`src/rtl/rc6_job_scheduler.sv`:
```
// Round-robin scheduler sharing one RC6 core among NREQ requesters: one job in
// flight, result returned with the requester ID, hung core reported as rsp_err.
module rc6_job_scheduler #(
  parameter int  NREQ    = 2,
  parameter int  TIMEOUT = 63,
  localparam int ID_W    = $clog2(NREQ)
) (
  input  logic                 clk,
  input  logic                 reset,
  input  logic [NREQ-1:0]      req_valid,
  output logic [NREQ-1:0]      req_ready,
  input  logic [NREQ*128-1:0]  req_data,
  input  logic [NREQ-1:0]      req_zset,
  output logic                 core_start,
  output logic                 core_zset,
  output logic [127:0]         core_din,
  input  logic                 core_done,
  input  logic [127:0]         core_dout,
  output logic                 rsp_valid,
  input  logic                 rsp_ready,
  output logic [127:0]         rsp_data,
  output logic [ID_W-1:0]      rsp_id,
  output logic                 rsp_err,
  output logic                 busy
);

  typedef enum logic [1:0] {IDLE, ISSUE, WAIT, RESP} state_e;

  localparam logic [7:0] TMO_LAST = 8'(TIMEOUT - 1);

  state_e          state_q;
  logic [ID_W-1:0] rr_q, grant_q, grant_d;
  logic            grant_vld_d;
  logic [7:0]      cnt_q;
  logic [127:0]    job_data_d;
  logic            job_zset_d;
  logic            core_start_q, core_zset_q, rsp_valid_q, rsp_err_q, busy_q;
  logic [127:0]    core_din_q, rsp_data_q;

  // NOTE: every variable gets a default at the top of the block, so no path
  // leaves one unassigned and no latch is inferred.
  always_comb begin
    grant_vld_d = 1'b0;
    grant_d     = '0;
    job_data_d  = '0;
    job_zset_d  = 1'b0;
    req_ready   = '0;
    // First pass: lowest valid at or above the pointer; second pass wraps.
    for (int i = 0; i < NREQ; i++) begin
      if (!grant_vld_d && req_valid[i] && (ID_W'(i) >= rr_q)) begin
        grant_vld_d = 1'b1;
        grant_d     = ID_W'(i);
      end
    end
    for (int i = 0; i < NREQ; i++) begin
      if (!grant_vld_d && req_valid[i]) begin
        grant_vld_d = 1'b1;
        grant_d     = ID_W'(i);
      end
    end
    for (int i = 0; i < NREQ; i++) begin
      if (ID_W'(i) == grant_d) begin
        job_data_d   = req_data[128*i +: 128];
        job_zset_d   = req_zset[i];
        // Gated by reset so no accept is advertised while held in reset.
        req_ready[i] = grant_vld_d && (state_q == IDLE) && reset;
      end
    end
  end

  // NOTE: sequential state uses non-blocking assignments so every register
  // samples the pre-edge values regardless of statement order.
  always_ff @(posedge clk or negedge reset) begin
    if (!reset) begin
      state_q      <= IDLE;
      rr_q         <= '0;
      grant_q      <= '0;
      cnt_q        <= '0;
      core_start_q <= 1'b0;
      core_zset_q  <= 1'b0;
      core_din_q   <= '0;
      rsp_valid_q  <= 1'b0;
      rsp_data_q   <= '0;
      rsp_err_q    <= 1'b0;
      busy_q       <= 1'b0;
    end else begin
      core_start_q <= 1'b0;
      case (state_q)
        IDLE: begin
          if (grant_vld_d) begin
            grant_q      <= grant_d;
            core_din_q   <= job_data_d;
            core_zset_q  <= job_zset_d;
            core_start_q <= 1'b1;
            busy_q       <= 1'b1;
            state_q      <= ISSUE;
          end
        end
        ISSUE: begin
          cnt_q   <= '0;
          state_q <= WAIT;
        end
        WAIT: begin
          cnt_q <= cnt_q + 8'd1;
          if (core_done) begin
            rsp_data_q  <= core_dout;
            rsp_err_q   <= 1'b0;
            rsp_valid_q <= 1'b1;
            state_q     <= RESP;
          end else if (cnt_q == TMO_LAST) begin
            rsp_data_q  <= '0;
            rsp_err_q   <= 1'b1;
            rsp_valid_q <= 1'b1;
            state_q     <= RESP;
          end
        end
        RESP: begin
          if (rsp_ready) begin
            rsp_valid_q <= 1'b0;
            busy_q      <= 1'b0;
            rr_q        <= (grant_q == ID_W'(NREQ - 1)) ? '0 : grant_q + 1'b1;
            state_q     <= IDLE;
          end
        end
        default: state_q <= IDLE;
      endcase
    end
  end

  assign core_start = core_start_q;
  assign core_zset  = core_zset_q;
  assign core_din   = core_din_q;
  assign rsp_valid  = rsp_valid_q;
  assign rsp_data   = rsp_data_q;
  assign rsp_id     = grant_q;
  assign rsp_err    = rsp_err_q;
  assign busy       = busy_q;

endmodule

```
`config.mk`:
```
export PLATFORM = sky130hd
export DESIGN_NAME = rc6_job_scheduler
export DESIGN_NICKNAME = d
export VERILOG_FILES = /design/src/rtl/rc6_job_scheduler.sv
export SDC_FILE = /design/constraint.sdc
export NUM_CORES = 1
export LEC_CHECK = 0
export CAP_MARGIN = 15
export CELL_PAD_IN_SITES_DETAIL_PLACEMENT = 1
export CELL_PAD_IN_SITES_GLOBAL_PLACEMENT = 1
export CORE_AREA = 2 2 253 255
export DETAILED_ROUTE_END_ITERATION = 8
export DIE_AREA = 0 0 255 257
export PLACE_DENSITY_LB_ADDON = 0.12
export REMOVE_ABC_BUFFERS = 1
export SYNTH_ARGS = -nofsm -noshare
export SYNTH_HDL_FRONTEND = slang
export SYNTH_SLANG_ARGS = --single-unit
```
`constraint.sdc`:
```
create_clock -name clk -period 3.79 [get_ports clk]
set_input_delay 0.5685 -clock clk [delete_from_list [all_inputs] [get_ports clk]]
set_output_delay 0.5685 -clock clk [all_outputs]
set_load 0.1 [all_outputs]
```
======== After elaboration in Yosys (flattened, before gate mapping) ========
Cells that the tools add are included.
storage, ports and cells
  bits in registers ....................... 273
  input bits .............................. 392
  word-level logic and storage cells ...... 72
  output and inout bits ................... 264
cells by class
  reductions and logical operators ........ 21
  multiplexer cells ....................... 29
  add/subtract/negate cells ............... 2
  eq/ne operators ......................... 7
  $lt $le $gt $ge ......................... 2
operator list
  kind                                                     number
  two-way mux 128 bit                                      3
  two-way mux 1 bit                                        18
  case mux 8 bit (2 select lines)                          1
  AND reduction 3 bit                                      3
  adder 8 x 1 -> 8 bit, second input constant              1
  == test 8 x 6 -> 1 bit, second input constant            1
  two-way mux 2 bit                                        4
  case mux 2 bit (4 select lines)                          1
  nonzero test 2 bit                                       4
  logical AND 1 bit                                        7
  AND reduction 2 bit                                      3
  == test 2 bit, second input constant                     2
  inequality test 2 bit, second input constant             2
  case mux 1 bit (2 select lines)                          2
  zero test 1 bit                                          3
  inequality test 3 bit, second input constant             1
  == test 2 x 1 -> 1 bit, second input constant            1
  greater-or-equal comparator 1 bit, first input constant  2
  zero test 2 bit                                          1
  adder 1 bit, second input constant                       1

======== Depth between registers and ports, before layout ========
Gate-level depths: netlist (run 1).
  depth after elaboration ................. 16
  gate-level depth with buffers ........... 8

======== Worst setup path after synthesis (run 1) ========
OpenSTA, ideal clock, no wires.
  path kind ............................... input to output
  start point ............................. input req_valid[1]
  end point ............................... output req_ready[0]
  cell stages on the path ................. 6
  setup slack ............................. 1,125 ps
  arrival time ............................ 2,096 ps
  buffers on the path ..................... 3
  cells stage by stage .................... buf_4 > inv_2 > buf_2 > clkbuf_1 > nor2_1 > and3b_1
on the way
  cells in the longest elaborated chain, start to end .. 12
  elaborated cells on any way between the ends .. 15
RTL lines
  item                             RTL line  source
  start: declaration               10        input logic [NREQ-1:0] req_valid,
  logical AND 1 bit (2 in series)  50        if (!grant_vld_d && req_valid[i] && (ID_W'(i) >= rr_q)) begin
  two-way mux 1 bit                50
  zero test 1 bit                  56        if (!grant_vld_d && req_valid[i]) begin
  logical AND 1 bit                56
  two-way mux 1 bit                56
  zero test 1 bit                  56
  logical AND 1 bit                56
  two-way mux 1 bit                56
  logical AND 1 bit (2 in series)  66        req_ready[i] = grant_vld_d && (state_q == IDLE) && reset;
  two-way mux 1 bit (*)            62        if (ID_W'(i) == grant_d) begin
  end: declaration                 11        output logic [NREQ-1:0] req_ready,
Every way passes the cells marked *; elsewhere a longest branch is shown, timed or not.

======== Worst setup path in the final report (run 1) ========
  start point ............................. register state_q[0]
  end point ............................... register rsp_data_q[65], in the netlist rsp_data[65]
on the way
  cells in the longest elaborated chain, start to end .. 2
RTL lines
  item                                  RTL line  source
  start: declaration                    31        state_e state_q;
  start signal: assignment              75        state_q <= IDLE;
  start signal: assignment              96        state_q <= ISSUE;
  start signal: assignment              101       state_q <= WAIT;
  == test 2 bit                         88        case (state_q)
  AND reduction 2 bit (no source line)  -
  end signal: assignment                106       rsp_data_q <= core_dout;
  end: declaration                      38        logic [127:0] core_din_q, rsp_data_q;
No other way between the ends.
A chain may end at the register's enable or synchronous reset.

==> results of run 1 <==
[per-layer routing]
metal | wire [um] | vias up | track usage (%)
met1 | 26440 | 7048 | 23.27
met5 | 141 | - | 0
met3 | 6793 | 106 | 8.406
met4 | 1347 | 22 | 4.743
li1 | - | 6215 | -
met2 | 32370 | 463 | 32.90
[critical path, delay by kind of cell, from the launching register on]
family                     cells  cell delay, ns
AOI/OAI and AO/OA              1            0.26
adders and majority gates      1            0.40
buffers and inverters          3            0.86
DFF                            1            0.41
and+or+nand+nor                1            0.57
[cell type report]
type	instances	area, sq um	area share [%]
Sequential cell	273	6835	31.01
Inverter	10	46.29	0.2100
Timing Repair Buffer	675	6874	31.19
Clock inverter	4	45.04	0.2043
Clock buffer	64	1172	5.319
Tap cell	846	1059	4.802
Multi-Input combinational cell	841	5991	27.18
Antenna cell	8	20.02	0.09082
[per-stage QoR]
step	util [%]	cell area [sq um]	setup slack (ns)
3_3_place_gp	33.15	20790	1.075
2_1_floorplan	-	12820	-2.902
5_1_grt	35.12	22030	0.7865
3_5_place_dp	33.15	20790	1.045
6_report	35.14	22040	1.029
4_1_cts	35.10	22020	0.9672
[final timing paths]
check / startpoint / endpoint / slack (ns) / depth (start not counted)
min in group asynchronous: reset / rsp_data[1] / 0.57 / 2
setup / recovery: state_q[0] / rsp_data[65] / 1.03 / 6
max in group asynchronous: reset / core_din[5] / 1.98 / 3
hold reg to reg: rsp_id / rr_q / 0.49 / 1
setup reg to reg: state_q[0] / rsp_data[65] / 1.03 / 6
hold / removal: req_valid[1] / core_din[126] / 0.42 / 3
[registers in the layout (all words and copies together) (netlist names)]
name        cells
busy            1
cnt_q           8
core_din      128
core_start      1
core_zset       1
rr_q            1
rsp_data      128
rsp_err         1
rsp_id          1
rsp_valid       1
state_q         2
[layout by cell type (no fill, tap or decap), types with 4 or more instances in the layout]
master / netlist / routed
nand2_1: 8 / 8
clkbuf_1: 128 / 17
buf_12: 0 / 14
a21oi_1: 4 / 4
o21ai_0: 135 / 135
dfrtp_1: 273 / 272
o211ai_1: 133 / 133
diode_2: 0 / 8
a31oi_1: 130 / 130
clkbuf_16: 0 / 41
a221o_1: 128 / 128
clkinv_2: 0 / 4
nor2_1: 135 / 134
o211a_1: 128 / 128
clkdlybuf4s50_1: 0 / 648
clkbuf_8: 0 / 6
and3_1: 4 / 4
ha_1: 6 / 6
inv_1: 8 / 6
buf_4: 5 / 11
[kinds of logic (layout without fill, tap and decap cells)]
family	count (synthesis)	count (layout)	synth area share, %
compound gates	669	669	38.13
flops	273	273	50.48
xor+xnor	1	1	0.06472
simple gates	164	164	5.131
other cells	0	8	0
fa+ha+maj	6	6	0.5547
buf+inv	183	753	5.565
mux	1	1	0.07396
==> out/metrics.yaml, run 1 <==
slowest_delay_ns: 0.57
dp.final_hpwl_um: 44530
via_per_inst: 5.092
relSlewSlack_pct: 22.61
ctsHoldBuffers: 1
crit_chain: "inv_1 > ha_1 > inv_4 > nor2_4 > buf_12 > a221o_1"
grt_max_degree: 130
routed_wl_um: 67090
drv_cap: 0
vias: 13854
start_util_pct: 21.57
tritoncts: "built"
critPathLaunchType: "register"
yosysTopAreaCell: "dfrtp_1"
gr-total-overflow: 0
num_rows: 92
setup_tns_ns: 0
cts_root_buf: "clkbuf_16"
synth_edf_count: 0
drt-initial-drc-count: 603
finalCritPeriodShare_pct: 72.86
die_width_um: 255
yosys-top-cells-area: "dfrtp_1, a221o_1, o211a_1"
core_area_sq_um: 62740
final.setup_skew_ns: 0.008361
antenna_found_initial: 18
die_h_um: 257
first_pass_iters: 5
yosysSeqAreaShare_pct: 50.48
cpMaxStageDelayCell: "nor2_4"
numPlacedInstances: 2644
ios: 656
track_usage_pct: 19.72
path_clk_slew_ns: 0.06
ant_nets: 0
yosysMostFrequentCell: "dfrtp_1"
cts_buffers: 39
arrival_ns: 3.23
grt_setup_unrepaired: "no"
fillers: 6891
synthFlopType: "dfrtp_1"
grt_pass1_wl_um: 99000
path_max_fanout: 109
die-area_sq_um: 65540
final_nets: 2238
io_buffers: 655
finalSetupViolations: 0
drv_slew: 0
final_cells: 2721
synth_area_sq_um: 13530
cts.repair.resized: 0
worstMarginPinSlew_ns: 1.157
synthDistinctLibCells: 41
whs_ns: 0.4249
htreeDepth: 2
yosysWarnings: 0
cts_sinks: 273
area_delta_synth_final_pct: 62.86
drive_above_1_share_pct: 4.767
timing_hold_violations_final: 0
insertion_delay_ns: 0.54
path_class: "register to register"
max_freq_mhz: 362.1
ys_top_cells_by_count: "dfrtp_1, nor2_1, o21ai_0"
status: "finished, final reports clean"
post_cts_buffers: 0
gp_congestion: 0.7908
cp.required_ns: 4.26
yosys.area.top_type_share_pct: 50.48
async_flop_share_pct: 100.0
drc: 0
grt_pass1_vias: 14795
syn-mean-instance-area_sq_um: 10.44
endpoint_kind: "register"
finalCriticalPeriod_ns: 2.761
holdCritPathClass: "primary input to register"
synth_cells: 1297
max-clock-path-buffers: 3
ys_ff_latch: 273
wl_per_cell_um: 24.66
Power of run 1 is not shown: default switching activity piles up to over one toggle a cycle in this logic, so the estimate is an artifact.
==> inputs of run 2 (changes only) <==
CORE_AREA = 2 2 257 259   (was 2 2 253 255)
DIE_AREA = 0 0 259 261   (was 0 0 255 257)
clock period = 2.66 ns   (was 3.79 ns; I/O delays follow)
==> run 2 against run 1 <==
  * Global-route usage decreased by 0.80 points
  * Clock skew increased by 0.0069 ns
  * Worst setup slack got worse by 0.78 ns
  * Clock-buffer cell count decreased by 10
  * First-iteration DRC count increased by 49%
  * Flip-flop and latch count unchanged
==> out/metrics.yaml, run 2 (synthesis gave the netlist of run 1 again) <==
status: "finished, final reports clean"  # unchanged
worstMarginPinSlew_ns: 0.8755  # was 1.157 ns
gr-total-overflow: 0  # unchanged
grt_setup_unrepaired: "no"  # unchanged
track_usage_pct: 18.93  # was 19.72%
post_cts_buffers: 0  # unchanged
max_freq_mhz: 415.5
grt_pass1_vias: 14648  # was 14795
path_clk_slew_ns: 0.06  # about the same
grt_pass1_wl_um: 97730  # was 99000 um
vias: 13860  # was 13854
timing_hold_violations_final: 0  # unchanged
path_max_fanout: 7  # was 109
endpoint_kind: "output port"  # was register
max-clock-path-buffers: 3  # unchanged
wl_per_cell_um: 24.48  # was 24.66 um
critPathLaunchType: "register"  # unchanged
stdcell_area_sq_um: 21580  # was 22040 sq um
area_delta_synth_final_pct: 59.44  # was 62.86%
final_nets: 2250  # was 2238
fillers: 7290  # was 6891
start_util_pct: 20.81  # was 21.57%
io_buffers: 655  # unchanged
finalCritPeriodShare_pct: 90.48
die_width_um: 259  # was 255 um
die_h_um: 261  # was 257 um
gp_congestion: 0.7740  # was 0.7908
drv_cap: 0  # unchanged
cts_buffers: 38  # was 39
grt_max_degree: 131  # was 130
num_rows: 94  # was 92
ant_nets: 0  # unchanged
htreeDepth: 2  # unchanged
mostFrequentLayoutCells: "clkdlybuf4s50_1, buf_4, dfrtp_1"  # was clkdlybuf4s50_1, dfrtp_1, o21ai_0
via_per_inst: 5.038  # was 5.092
ctsHoldBuffers: 1  # unchanged
die-area_sq_um: 67600  # was 65540 sq um
antenna_found_initial: 23  # was 18
tritoncts: "built"  # unchanged
drt-initial-drc-count: 898  # was 603
arrival_ns: 2.01  # was 3.23 ns
drc: 0  # unchanged
finalCriticalPeriod_ns: 2.407
holdCritPathClass: "primary input to async pin"  # was primary input to register
relSlewSlack_pct: 41.63  # was 22.61%
first_pass_iters: 5  # unchanged
cts_root_buf: "clkbuf_16"  # unchanged
dpl_cell_area_sq_um: 20340  # was 20790 sq um
finalSetupViolations: 0  # unchanged
ios: 656  # unchanged
drv_slew: 0  # unchanged
cp.required_ns: 2.26  # was 4.26 ns
insertion_delay_ns: 0.55  # was 0.54 ns
final_common_cell: "clkdlybuf4s50_1"  # unchanged
routed_wl_um: 67330  # was 67090 um
dp.final_hpwl_um: 44370  # was 44530 um
cts_sinks: 273  # unchanged
drive_above_1_share_pct: 19.56  # was 4.767%
path_class: "register to output port"  # was register to register
cts.repair.resized: 0  # unchanged
core_area_sq_um: 65040  # was 62740 sq um
final.setup_skew_ns: 0.01521  # was 0.008361 ns
run 2: path summary, 6_finish.rpt:
path	start	depth (start not counted)	slack (ns)	to
setup / recovery	state_q[0]	5	0.25	req_ready[0]
hold / removal	reset	2	0.25	rsp_data[106]
setup reg to reg	cnt_q[0]	6	0.63	rsp_data[79]
hold reg to reg	rsp_id	1	0.49	rr_q
max in group asynchronous	reset	3	1.36	core_din[63]
min in group clk	req_valid[1]	3	0.28	core_din[123]
run 2: final cells by class:
| class | instances | area, sq um | share of cell area, % |
|---|---|---|---|
| clock inverters | 10 | 87.58 | 0.4059 |
| clock buffers | 54 | 1112 | 5.155 |
| well taps | 864 | 1081 | 5.010 |
| repair buffers | 688 | 6399 | 29.65 |
| multi-input cells | 841 | 5991 | 27.76 |
| inverters | 10 | 46.29 | 0.2145 |
| flip-flops and latches | 273 | 6835 | 31.68 |
| diodes | 11 | 27.53 | 0.1276 |
run 2: layer usage:
layer	wire length, um	part of all wire (%)	vias up	GRT usage [%]
li1	-	-	6241	-
met1	27330	41	7022	23.02
met2	31880	47	464	30.50
met3	6467	9.6	105	7.743
met4	1480	2.2	28	5.957
met5	176	0.26	-	0
run 2: critical path: stages, from the launching register on:
cell and delay, ns:
dfrtp_1 0.41, inv_1 0.13, ha_1 0.28, o21a_4 0.24, and3b_1 0.23, buf_12 0.18
run 2: stage by stage:
step / worst slack, ns / util [%] / setup TNS [ns] / instances / hold WS, ns
after detailed placement: 0.4218 / 31.28 / 0 / 2675 / 0.2121
after CTS: 0.1920 / 33.14 / 0 / 2740 / 0.2139
after floorplan: -3.863 / - / -873.10 / 1124 / 0.1034
after global routing: 0.1225 / 33.17 / 0 / 2748 / 0.2372
final: 0.2532 / 33.18 / 0 / 2751 / 0.2511
after global placement: 0.4483 / 31.28 / 0 / 2675 / 0.2140
Power of run 2 is left out for the same reason.
==> inputs of run 3 (changes only) <==
CORE_AREA = 2 2 253 255   (was 2 2 257 259)
DIE_AREA = 0 0 255 257   (was 0 0 259 261)
DONT_BUFFER_PORTS = 1   (was unset)
==> run 3 against run 2 <==
  * The flow now finishes with violations (negative hold slack)
  * Register-to-register slack worse by 0.34 ns
  * Highest routed layer unchanged
  * Utilization decreased by 4.3 points
  * Cell count fell by 15%
  * Critical path depth increased by 3
  * Critical path type is now register to register
  * First-iteration DRC count shrank 17%
==> out/metrics.yaml, run 3 (synthesis gave the netlist of run 1 again) <==
finalSetupViolations: 0  # unchanged
die_h_um: 257  # was 261 um
slowest_delay_ns: 0.57  # was 0.41 ns
io_buffers: 0  # was 655
wl_per_cell_um: 25.88  # was 24.48 um
routed_wl_um: 60280  # was 67330 um
final.setup_skew_ns: 0.01931  # was 0.01521 ns
gp_congestion: 0.7669  # was 0.7740
finalCriticalPeriod_ns: 2.368  # was 2.407 ns
stdcell_area_sq_um: 18100  # was 21580 sq um
final_common_cell: "dfrtp_1"  # was clkdlybuf4s50_1
timing_hold_violations_final: 273  # was 0
holdCritPathClass: "primary input to async pin"  # unchanged
cts_root_buf: "clkbuf_16"  # unchanged
first_pass_iters: 6  # was 5
via_per_inst: 5.317  # was 5.038
cpMaxStageDelayCell: "dlygate4sd3_1"  # was dfrtp_1
grt_setup_unrepaired: "no"  # unchanged
critPathLaunchType: "register"  # unchanged
endpoint_kind: "register"  # was output port
relSlewSlack_pct: 28.56  # was 41.63%
grt_pass1_vias: 13091  # was 14648
final_nets: 1849  # was 2250
crit_chain: "inv_1 > ha_2 > o21a_4 > buf_12 > buf_16 > nor2_1 > a31oi_1 > dlygate4sd3_1"  # was inv_1 > ha_1 > o21a_4 > and3b_1 > buf_12
arrival_ns: 2.85  # was 2.01 ns
cts_sinks: 273  # unchanged
grt_max_degree: 276  # was 131
path_max_fanout: 55  # was 7
worstMarginPinSlew_ns: 1.072  # was 0.8755 ns
ctsHoldBuffers: 243  # was 1
mostFrequentLayoutCells: "dfrtp_1, dlygate4sd3_1, o21ai_0"  # was clkdlybuf4s50_1, buf_4, dfrtp_1
dp.final_hpwl_um: 37880  # was 44370 um
cts_buffers: 38  # unchanged
cp.required_ns: 3.14  # was 2.26 ns
drv_cap: 0  # unchanged
track_usage_pct: 17.36  # was 18.93%
crit_family: "buffers and inverters"  # was flip-flops
path_clk_slew_ns: 0.06  # about the same
drt-initial-drc-count: 743  # was 898
grt_pass1_wl_um: 87860  # was 97730 um
core_area_sq_um: 62740  # was 65040 sq um
drv_slew: 0  # unchanged
whs_ns: -0.4454  # was 0.2511 ns
dpl_cell_area_sq_um: 14410  # was 20340 sq um
gr-total-overflow: 0  # unchanged
drive_above_1_share_pct: 7.254  # was 19.56%
max_freq_mhz: 422.3  # was 415.5 MHz
path_class: "register to register"  # was register to output port
die_width_um: 255  # was 259 um
insertion_delay_ns: 0.55  # about the same
status: "finished with violations"  # was finished, final reports clean
path_buf_inv: 4  # was 2
tritoncts: "built"  # unchanged
start_util_pct: 21.57  # was 20.81%
violations: "negative hold slack"
ios: 656  # unchanged
htreeDepth: 2  # unchanged
drc: 0  # unchanged
vias: 12383  # was 13860
setup_tns_ns: 0  # unchanged
antenna_found_initial: 8  # was 23
die-area_sq_um: 65540  # was 67600 sq um
num_rows: 92  # was 94
area_delta_synth_final_pct: 33.74  # was 59.44%
ant_nets: 0  # unchanged
finalCritPeriodShare_pct: 89.02  # was 90.48%
max-clock-path-buffers: 3  # unchanged
-- run 3: cell count changes in the layout (fill, tap and decap cells not counted), sizes merged --
| cell | delta |
|---|---|
| clkdlybuf4s50 | -389 |
| buf | -255 |
| dlygate4sd3 | +242 |
| clkbuf | +4 |
| clkinv | -4 |
| diode | -3 |
| bufinv | +2 |
| clkinvlp | -2 |
| o21a | +1 |
-- run 3: layout make-up --
cell class	instances	area, sq um
Clock inverter	6	108.9
Sequential cell	273	6835
Timing Repair Buffer	286	2933
Fill cell	6971	44630
Clock buffer	58	1097
Tap cell	846	1059
Inverter	10	46.29
Multi-Input combinational cell	842	6002
Antenna cell	8	20.02
-- run 3: layer usage --
layer / part of all wire (%) / up-vias / global-route usage, %
li1: - / 5442 / -
met1: 39 / 6392 / 20.60
met2: 49 / 472 / 28.93
met3: 9.8 / 75 / 6.777
met4: 2.2 / 2 / 4.890
met5: 0.012 / - / 0
-- run 3: final timing paths --
kind	endpoint	startpoint	slack (ns)	cells past startpoint
worst min-delay path	rsp_data[40]	reset	-0.45	0
worst min register to register	cnt_q[7]	cnt_q[7]	0.58	2
max in group asynchronous	core_din[80]	reset	2.60	0
worst max-delay path	core_din[53]	state_q[1]	0.29	8
worst max register to register	core_din[53]	state_q[1]	0.29	8
min in group clk	core_din[125]	req_data[253]	0.04	2
-- run 3: metrics by stage --
| step | setup WS [ns] | hold slack (ns) | util (%) | std cells |
|---|---|---|---|---|
| detailed placement | 0.5442 | 0.1100 | 22.97 | 2012 |
| global placement | 0.5946 | 0.1106 | 22.97 | 2012 |
| global route | 0.1058 | -0.4911 | 28.84 | 2326 |
| floorplan | -3.863 | 0.1034 | - | 1124 |
| finish | 0.2920 | -0.4454 | 28.85 | 2329 |
| CTS | 0.01269 | -0.4960 | 28.77 | 2319 |
-- run 3: what timing repair did --
item,in CTS,in global routing
hold endpoints to repair,484,273
buffers inserted,0,1
gates resized for setup,0,3
endpoints found under the setup margin,0,30
Power of run 3 is left out for the same reason.
==> edit: new RTL, settings of run 3 <==
Register the output `rsp_err` once more; this adds one clock of latency there. The other outputs are not delayed to match.
--- a/src/rtl/rc6_job_scheduler.sv
+++ b/src/rtl/rc6_job_scheduler.sv
@@ -133,7 +133,9 @@
   assign rsp_valid  = rsp_valid_q;
   assign rsp_data   = rsp_data_q;
   assign rsp_id     = grant_q;
-  assign rsp_err    = rsp_err_q;
+  always_ff @(posedge clk) begin
+    rsp_err <= rsp_err_q;
+  end
   assign busy       = busy_q;
 
 endmodule
Formal check against the unedited RTL: no difference found for any inputs over 4 cycles, from zero or initial values and one cycle with reset low; that may be too few to reach the edited logic, so the function may still have changed.
==> edit against run 3 <==
The run still ends with hold timing left. Sequential share of layout area increased by 1.6 points. Worst setup slack got worse by 0.042 ns. Sequential cell count increased by 1. Design area decreased by 3.8%. Wire length increased by 2.0%. Synthesized area increased by 0.15%. Critical endpoint is now core_din[55]$_DFFE_PN0P_.
Power is not shown: default switching activity piles up to over one toggle a cycle in this logic, so the estimate is an artifact.
==> edit: results (changes against run 3) <==
| Metric | Value |
|---|---|
| Tot GR Track Use | 17.9% (+0.57 points) |
| Violated checks | hold timing |
| Sequential share of the synthesized area | 50.5% (+0.073 points) |
| Synth cell types | 42 (+2.4%) |
| Cells after Synth | 1298 (+0.077%) |
| GR Layer Usage met3 | 7.72% (+0.94 points) |
| Complex-gate fraction of the synthesized area | 38.1% (-0.056 points) |
| Post-synth top cells | dfrtp_1, nor2_1, o21ai_0 |
| Average wire per standard cell | 27.2 um (+4.9%) |
| Data arrival, critical path | 2.89 ns (+0.04 ns) |
| Met1 Usage GRT | 20.6% (about the same) |
| Actual slew at the worst max-slew pin | 1.07 ns (-0.00372 ns) |
| DP HPWL | 40200 um (+6.1%) |
| R2r setup slk | 0.25 ns (-0.04 ns) |
| Final Hold Viols | 273 (unchanged) |
| DRT Pass-1 Iters | 5 (-1) |
| Core area | 0.0627 sq mm (unchanged) |
| CTS buffer count | 37 (-2.6%) |
| Post-synth ARST share | 99.6% (-0.36 points) |
| Worst hold margin | -0.443 ns (+0.00277 ns) |
| Top post-synthesis cells by area | dfrtp_1, a221o_1, o211a_1 |
| GR Util met2 | 30.0% (+1.1 points) |
| Placed cell count | 2014 (+0.099%) |
| Reg2Reg Capture Point | core_din[55]$_DFFE_PN0P_ |
| Cell Area, Placed | 0.0144 sq mm (+0.20%) |
| Via density per instance | 5.39 (+1.4%) |
| Status | complete, but fails checks |
| Most used DFF post-synth | dfrtp_1 |
| Final net count | 1784 (-3.5%) |
| Final WL | 61500 um (+2.0%) |
| Setup Skew | 0.0108 ns (-0.00849 ns) |
| Syn. warnings | 0 (unchanged) |
| CTS Hold Bufs | 177 (-27%) |
| Xor/xnor share of the synthesized area | 0.0646% (-0.000096 points) |
| Worst-path maximum fanout | 54 (-1.8%) |
| Setup crit end | core_din[55]$_DFFE_PN0P_ |
| I/O Buffers | 0 (unchanged) |
| Gp weighted congestion | 0.771 (+0.55%) |
| Clk_lat worst skew | 0.54 ns |
| Initial antenna violation count | 18 (+10) |
| Initial DRC count | 695 (-6.5%) |
| Layout cells sized above 1 | 7.58% (+0.32 points) |
| Fillers | 7064 (+1.3%) |
| Post-synthesis mux area share | 0.0738% (-0.00011 points) |
| First-pass GRT wire length | 89500 um (+1.8%) |
| CP Class | reg2reg |
| Number of global-route vias before repair | 12.8k (-2.0%) |
| Post-Synth Adder-Cell Area | 0.554% (-0.00082 points) |
==> edit: cell types whose count changed after synthesis, sizes merged <==
cell / before / now
dfxtp: 0 / 1
==> edit: worst min path at each step <==
stage          startpoint                        to  slack [ns]  cells past startpoint
2_1_floorplan       reset          busy$_DFFE_PN0P_        0.10                      0
3_3_place_gp        reset  rsp_data[33]$_DFFE_PN0P_        0.11                      0
3_5_place_dp        reset   rsp_data[6]$_DFFE_PN0P_        0.11                      0
4_1_cts             reset  rsp_data[47]$_DFFE_PN0P_       -0.49                      0
5_1_grt             reset  rsp_data[47]$_DFFE_PN0P_       -0.49                      0
6_report            reset  rsp_data[33]$_DFFE_PN0P_       -0.44                      0
==> edit: metal layers <==
layer,vias up,share of wire (%),wire length (um)
met5,-,0.16,96
met4,14,2.6,1620
met3,103,11,6490
met2,478,48,29700
met1,6299,38,23600
li1,5311,-,-
==> edit: timing repair <==
| action | 4_1_cts | 5_1_grt |
|---|---|---|
| endpoints found under the hold margin | 441 | 273 |
| setup endpoints to repair | 0 | 7 |
| resized for setup | 0 | 2 |
| setup buffers | 0 | 2 |
==> edit: area by class of cell <==
cell class / count / area, sq um / share of cell area [%]
clock buffer: 61 / 1130 / 6.48
timing repair buffer: 222 / 2300 / 13.2
antenna: 6 / 15.0 / 0.0862
sequential: 274 / 6860 / 39.4
inverter: 10 / 47.5 / 0.273
clock inverter: 4 / 23.8 / 0.137
tap: 846 / 1060 / 6.08
multi-input combinational: 841 / 5990 / 34.4
==> edit: cells by family (layout without fill, tap and decap cells) <==
kind of cell,after synthesis,after routing
simple gates,164,164
fa+ha+maj,6,6
mux,1,1
flops,274,274
xor+xnor,1,1
buf+inv,183,297
compound gates,669,669
other cells,0,6
==> edit: metrics by stage <==
stage | setup slack, ns | hold WS (ns) | util, %
after floorplan | -3.86 | 0.103 | -
after global placement | 0.642 | 0.110 | 23.0
after detailed placement | 0.624 | 0.110 | 23.0
after CTS | 0.0517 | -0.494 | 27.7
after global routing | 0.0895 | -0.489 | 27.8
final | 0.250 | -0.443 | 27.8
